## config.mk

```make
export PLATFORM = sky130hd
export DESIGN_NAME = bcd_updown_counter
export DESIGN_NICKNAME = d
export VERILOG_FILES = /design/src/rtl/bcd_updown_counter.sv
export SDC_FILE = /design/constraint.sdc
export NUM_CORES = 1
export LEC_CHECK = 0
export BUFFER_PORTS_ARGS = -buffer_cell sky130_fd_sc_hd__buf_2
export CAP_MARGIN = 20
export CORE_MARGIN = 10
export CORE_UTILIZATION = 45
export DETAILED_ROUTE_END_ITERATION = 7
export GPL_ROUTABILITY_DRIVEN = 1
export GPL_TIMING_DRIVEN = 1
export PLACE_DENSITY_LB_ADDON = 0.2
export SYNTH_ARGS = -nofsm -noshare
export SYNTH_HDL_FRONTEND = slang
export SYNTH_SLANG_ARGS = --single-unit
export TNS_END_PERCENT = 50
```

## constraint.sdc

```tcl
create_clock -name clk -period 4.3 [get_ports clk]
set_clock_uncertainty 0.2 [all_clocks]
set_input_delay 0.43 -clock clk [delete_from_list [all_inputs] [get_ports clk]]
set_output_delay 0.43 -clock clk [all_outputs]
set_load 0.05 [all_outputs]
```

## src/rtl/bcd_updown_counter.sv

```systemverilog
// bcd_updown_counter
//   Multi-digit packed-BCD up/down counter (4 bits per digit, digit 0 = LSD).
//   State updates on the falling edge of clk. Per edge the priority is
//   clear > load > count.
//
//   Build option: define BCD_CNT_SAT_EN to saturate at all-9 / all-0 instead
//   of wrapping modulo 10^DIGITS. The wrap pulse then flags an attempted
//   overflow or underflow.
//
//   Ports
//     clk       clock; state updates on the falling edge
//     res       asynchronous active-low reset
//     en        count enable; clr and load act regardless of en
//     up        direction: 1 = increment, 0 = decrement
//     clr       synchronous clear to zero
//     load      synchronous parallel load of load_val
//     load_val  packed BCD load value; non-BCD digits are clamped to 9
//     q         registered packed BCD count
//     tc        combinational terminal count: en & (up ? q==all-9 : q==all-0)
//     wrap      registered one-cycle pulse on wrap (or saturation)
//     load_err  registered one-cycle pulse when a load carried a digit > 9
module bcd_updown_counter #(
    parameter int unsigned DIGITS = 4
) (
    input  logic                  clk,
    input  logic                  res,
    input  logic                  en,
    input  logic                  up,
    input  logic                  clr,
    input  logic                  load,
    input  logic [4*DIGITS-1:0]   load_val,
    output logic [4*DIGITS-1:0]   q,
    output logic                  tc,
    output logic                  wrap,
    output logic                  load_err
);

    localparam int unsigned W = 4 * DIGITS;

    logic [W-1:0] inc_val;
    logic [W-1:0] dec_val;
    logic [W-1:0] clamp_val;
    logic         is_max;
    logic         is_min;
    logic         bad_digit;

    logic [W-1:0] q_next;
    logic         wrap_next;
    logic         load_err_next;

    // Per-digit ripple. is_max / is_min accumulate "all lower digits are 9 / 0",
    // which is exactly the condition for digit k to step.
    always_comb begin
        inc_val   = q;
        dec_val   = q;
        clamp_val = load_val;
        is_max    = 1'b1;
        is_min    = 1'b1;
        bad_digit = 1'b0;
        for (int k = 0; k < DIGITS; k++) begin
            if (is_max) begin
                inc_val[4*k +: 4] = (q[4*k +: 4] == 4'd9) ? 4'd0 : q[4*k +: 4] + 4'd1;
            end
            if (is_min) begin
                dec_val[4*k +: 4] = (q[4*k +: 4] == 4'd0) ? 4'd9 : q[4*k +: 4] - 4'd1;
            end
            is_max = is_max & (q[4*k +: 4] == 4'd9);
            is_min = is_min & (q[4*k +: 4] == 4'd0);
            if (load_val[4*k +: 4] > 4'd9) begin
                clamp_val[4*k +: 4] = 4'd9;
                bad_digit           = 1'b1;
            end
        end
    end

    // Cascade output: no registers between q/en/up and tc.
    assign tc = en & (up ? is_max : is_min);

    // Next-state selection with clear > load > count priority.
    always_comb begin
        q_next        = q;
        wrap_next     = 1'b0;
        load_err_next = 1'b0;
        if (clr) begin
            q_next = '0;
        end else if (load) begin
            q_next        = clamp_val;
            load_err_next = bad_digit;
        end else if (en) begin
            if (up) begin
                wrap_next = is_max;
`ifdef BCD_CNT_SAT_EN
                q_next    = is_max ? q : inc_val;
`else
                q_next    = inc_val;
`endif
            end else begin
                wrap_next = is_min;
`ifdef BCD_CNT_SAT_EN
                q_next    = is_min ? q : dec_val;
`else
                q_next    = dec_val;
`endif
            end
        end
    end

    // State register, falling-edge clocked.
    always_ff @(negedge clk or negedge res) begin
        if (!res) begin
            q        <= '0;
            wrap     <= 1'b0;
            load_err <= 1'b0;
        end else begin
            q        <= q_next;
            wrap     <= wrap_next;
            load_err <= load_err_next;
        end
    end

endmodule
```

=== After elaboration in Yosys (flattened, before gate mapping) ===
Cells that the tools add are included.

* Memory bits (read-only): 0
* Latch bits: 0
* Output and inout port bits: 19
* Bits in writable memories: 0
* Memories kept: 0
* Flip-flop bits (word level): 18

* Mux-type cells: 32
* Add/subtract/negate cells: 8
* Shift operators: 0
* Divide/modulo/power cells: 0
* Bitwise gates (word level): 7
* $mul: 0
* Reductions and logical operators: 11
* Order comparisons: 4
* Equality and inequality tests: 7

{| class="wikitable"
|+ Operator list
! kind !! number
|-
| $mux W4 || 18
|-
| $mux W16 || 4
|-
| $add A4 B1 Y4 const B || 4
|-
| $eq A4 B4 Y1 const B || 4
|-
| $gt A4 B4 Y1 const B || 4
|-
| $logic_not A4 Y1 || 4
|-
| $sub A4 B1 Y4 const B || 4
|-
| $ne A4 B1 Y1 const B || 3
|-
| $reduce_bool A4 Y1 || 3
|-
| $mux W1 || 10
|-
| $reduce_and A3 Y1 || 3
|-
| $and A1 B1 Y1 || 7
|-
| $reduce_bool A3 Y1 || 1
|}

=== Longest topological paths before layout ===
* Word-level depth: 8
* Mapped depth: 7
* Depth with buffers taken out: 7

==> impl_metrics.json <==
{
  "die_x_um": 81.8,
  "fin_tns_setup_ns": -0.349,
  "fillCellCount": 334,
  "worstSetupPathType": "flip-flop to output pin",
  "worst_slew_pin_slew_ns": 0.463,
  "synthAdderAreaFrac": 0.0292,
  "fp-row-count": 22,
  "crit_slowest_cell": "dfrtn_1",
  "vias": 1813,
  "route.detailed.drc": 0,
  "dpl.hpwl_mm": 3.94,
  "startpoint_type": "flip-flop",
  "cts_setup_buffers": 0,
  "grt_usage": 0.147,
  "synth_xor_area_frac": 0.0510,
  "die_y_um": 81.8,
  "critPathRequiredTime_ns": 3.67,
  "synth_compound_area_frac": 0.258,
  "async_flop_share": 1.00,
  "multi_input_area_um2": 1150,
  "grt_overflow_total": 0,
  "drt-initial-drc-count": 68,
  "finalMaxSlewViolations": 0,
  "regArea_um2": 450,
  "synth_top_area_frac": 0.262,
  "setup_viol": 1,
  "io_buffers": 40,
  "min_from": "q[11]$_DFFE_NN0P_",
  "grt_pass1_vias": 1655,
  "syn_area_um2": 1720,
  "pwr_density_cell_nw_per_um2": 251,
  "initial_utilization": 0.465,
  "clk_pin_slew_ns": 0.05,
  "ys_seq_area_frac": 0.262,
  "end_kind": "output pin",
  "antenna_cells": 0,
  "max_stage_delay_ns": 0.45,
  "clk_latency_ns": 0.27,
  "pin_count": 41,
  "synth_common_cells": "o21ai_0 (19), dfrtn_1 (18), a21oi_1 (15), nor2_1 (15), nand2_1 (14)",
  "rr_endpoint": "q[12]$_DFFE_NN0P_",
  "hold_viol": 0,
  "cp.arrival_ns": 4.02,
  "cts-buffers-inserted": 3,
  "drive_above_1_share": 0.327,
  "syn_area_per_cell_um2": 7.77,
  "slew-limit-headroom": 0.688,
  "timing.rr.start": "q[8]$_DFFE_NN0P_",
  "ant_nets": 0,
  "routed_wl_mm": 4.92,
  "antenna_found_initial": 0,
  "min_to": "q[11]$_DFFE_NN0P_",
  "reg2reg_depth": 9,
  "ctsHtreeMaxLevel": 1,
  "hold_path.class": "flip-flop to flip-flop",
  "netlist_top_cells_area": "dfrtn_1 (26%), o21ai_0 (5.5%), a21oi_1 (4.4%)",
  "ys.flop_type": "dfrtn_1",
  "holdPathStages": 3,
  "whs_ns": 0.508,
  "setup_slack_ns": -0.349,
  "vdd_ir_drop_max_uv": 174,
  "routedWlPerCell_um": 15.0,
  "yosys.area_share.simple": 0.273,
  "syn_to_final_growth_pct": 31.0,
  "synth-edff-count": 0,
  "drv_cap": 0,
  "gp_congestion": 0.861,
  "p_total_uw": 566,
  "violations": "setup timing",
  "die-area_um2": 6690,
  "coreArea_um2": 3690,
  "cts_sinks": 18,
  "synth_mux_area_frac": 0.0415,
  "drtPass1Iterations": 4,
  "synth_most_common_cell": "o21ai_0",
  "synth_cells": 221,
  "root_buffer": "clkbuf_8",
  "cts_hold_buf": 0,
  "via_per_inst": 5.51,
  "grt_setup_unrepaired": "true",
  "grt_max_degree": 20,
  "yosysUniqueCellTypes": 57,
  "nets": 308,
  "crit_chain": "ha_4 > nand3b_1 > or3_1 > nor4_2 > nand4_1 > nand2_4 > buf_8",
  "cp_max_fo": 2,
  "outcome": "finished, violations left",
  "p_leak_uw": 0.00106,
  "synth_top_family_by_area": "simple AND/OR/NAND/NOR gates",
  "syn_nets": 247,
  "cts_tree": "done",
  "rrSetupSlack_ns": 2.04,
  "grt_first_pass_wirelength_mm": 7.96,
  "clockBufferDepth": 2,
  "ys_warn_count": 0,
  "ys_seq_elements": 18,
  "yosys.area.top_type": "dfrtn_1"
}
==> metal layers <==
metal | share of wire | track usage | wire length (um) | vias to the layer above
met4 | 0.0093 | 0.0340 | 46 | 0
met3 | 0.048 | 0.0360 | 238 | 6
li1 | - | - | - | 918
met2 | 0.47 | 0.241 | 2340 | 35
met5 | 0 | 0 | 0 | -
met1 | 0.47 | 0.191 | 2300 | 854
==> where the power goes <==
group / total, uW / internal [uW] / leakage [uW] / switching (uW)
combinational: 237 / 95.1 / 0.000792 / 142
sequential: 189 / 182 / 0.000237 / 7.12
clock: 140 / 81.4 / 0.0000288 / 58.2
==> placed cells by master, fill, tap and decap left out, types with 5 or more instances in the layout <==
cell type / instances
a21oi_1: 15
buf_2: 39
xnor2_1: 8
mux2i_1: 6
o21ai_0: 19
nor2_1: 15
inv_1: 8
nand2_1: 13
a31oi_1: 5
nor2b_1: 6
nand3_1: 13
nand2b_1: 7
dfrtn_1: 18
buf_4: 36
==> state kept, by name, summed over array words and instances (netlist names) <==
register,flops
q,16
load_err,1
wrap,1
==> worst max path at each step <==
stage,start,endpoint,cells after the start
global placement,q[9]$_DFFE_NN0P_,tc,8
floorplan,q[8]$_DFFE_NN0P_,tc,6
finish,q[8]$_DFFE_NN0P_,tc,7
CTS,q[8]$_DFFE_NN0P_,tc,7
global route,q[8]$_DFFE_NN0P_,tc,7
detailed placement,q[9]$_DFFE_NN0P_,tc,8
==> metrics by stage <==
| step | worst slack, ns | utilization | area (um^2) | cells |
|---|---|---|---|---|
| after global placement | -0.169 | 0.588 | 2170 | 325 |
| after global routing | -0.450 | 0.610 | 2250 | 329 |
| final | -0.349 | 0.610 | 2250 | 329 |
| after CTS | -0.383 | 0.610 | 2250 | 329 |
| after detailed placement | -0.248 | 0.588 | 2170 | 325 |
| after floorplan | -0.507 | - | 1730 | 221 |
==> kinds of logic (layout without fill, tap and decap cells) <==
family	Yosys count	count (layout)
compound gates	66	66
xor+xnor	10	10
fa+ha+maj	4	4
buf+inv	31	91
flops	18	18
mux	7	7
simple gates	85	85
==> what timing repair did <==
item	CTS	global route
hold endpoints to repair	0	0
resized for setup	6	0
pin swaps	1	1
endpoints found under the setup margin	1	1
==> cell type report <==
type | instances | area share
timing repair buffer | 77 | 0.222
multi-input combinational | 172 | 0.509
sequential | 18 | 0.200
clock buffer | 4 | 0.0245
inverter | 10 | 0.0167
tap | 48 | 0.0267
==> worst max-delay path: cells and delay by family, from the launching register on <==
family,cells,cell delay (ns)
flip-flops,1,0.45
buffers and inverters,1,0.14
AND/OR/NAND/NOR,5,0.87
adder cells (fa/ha/maj),1,0.14
Power figures use the tool's default switching activity.
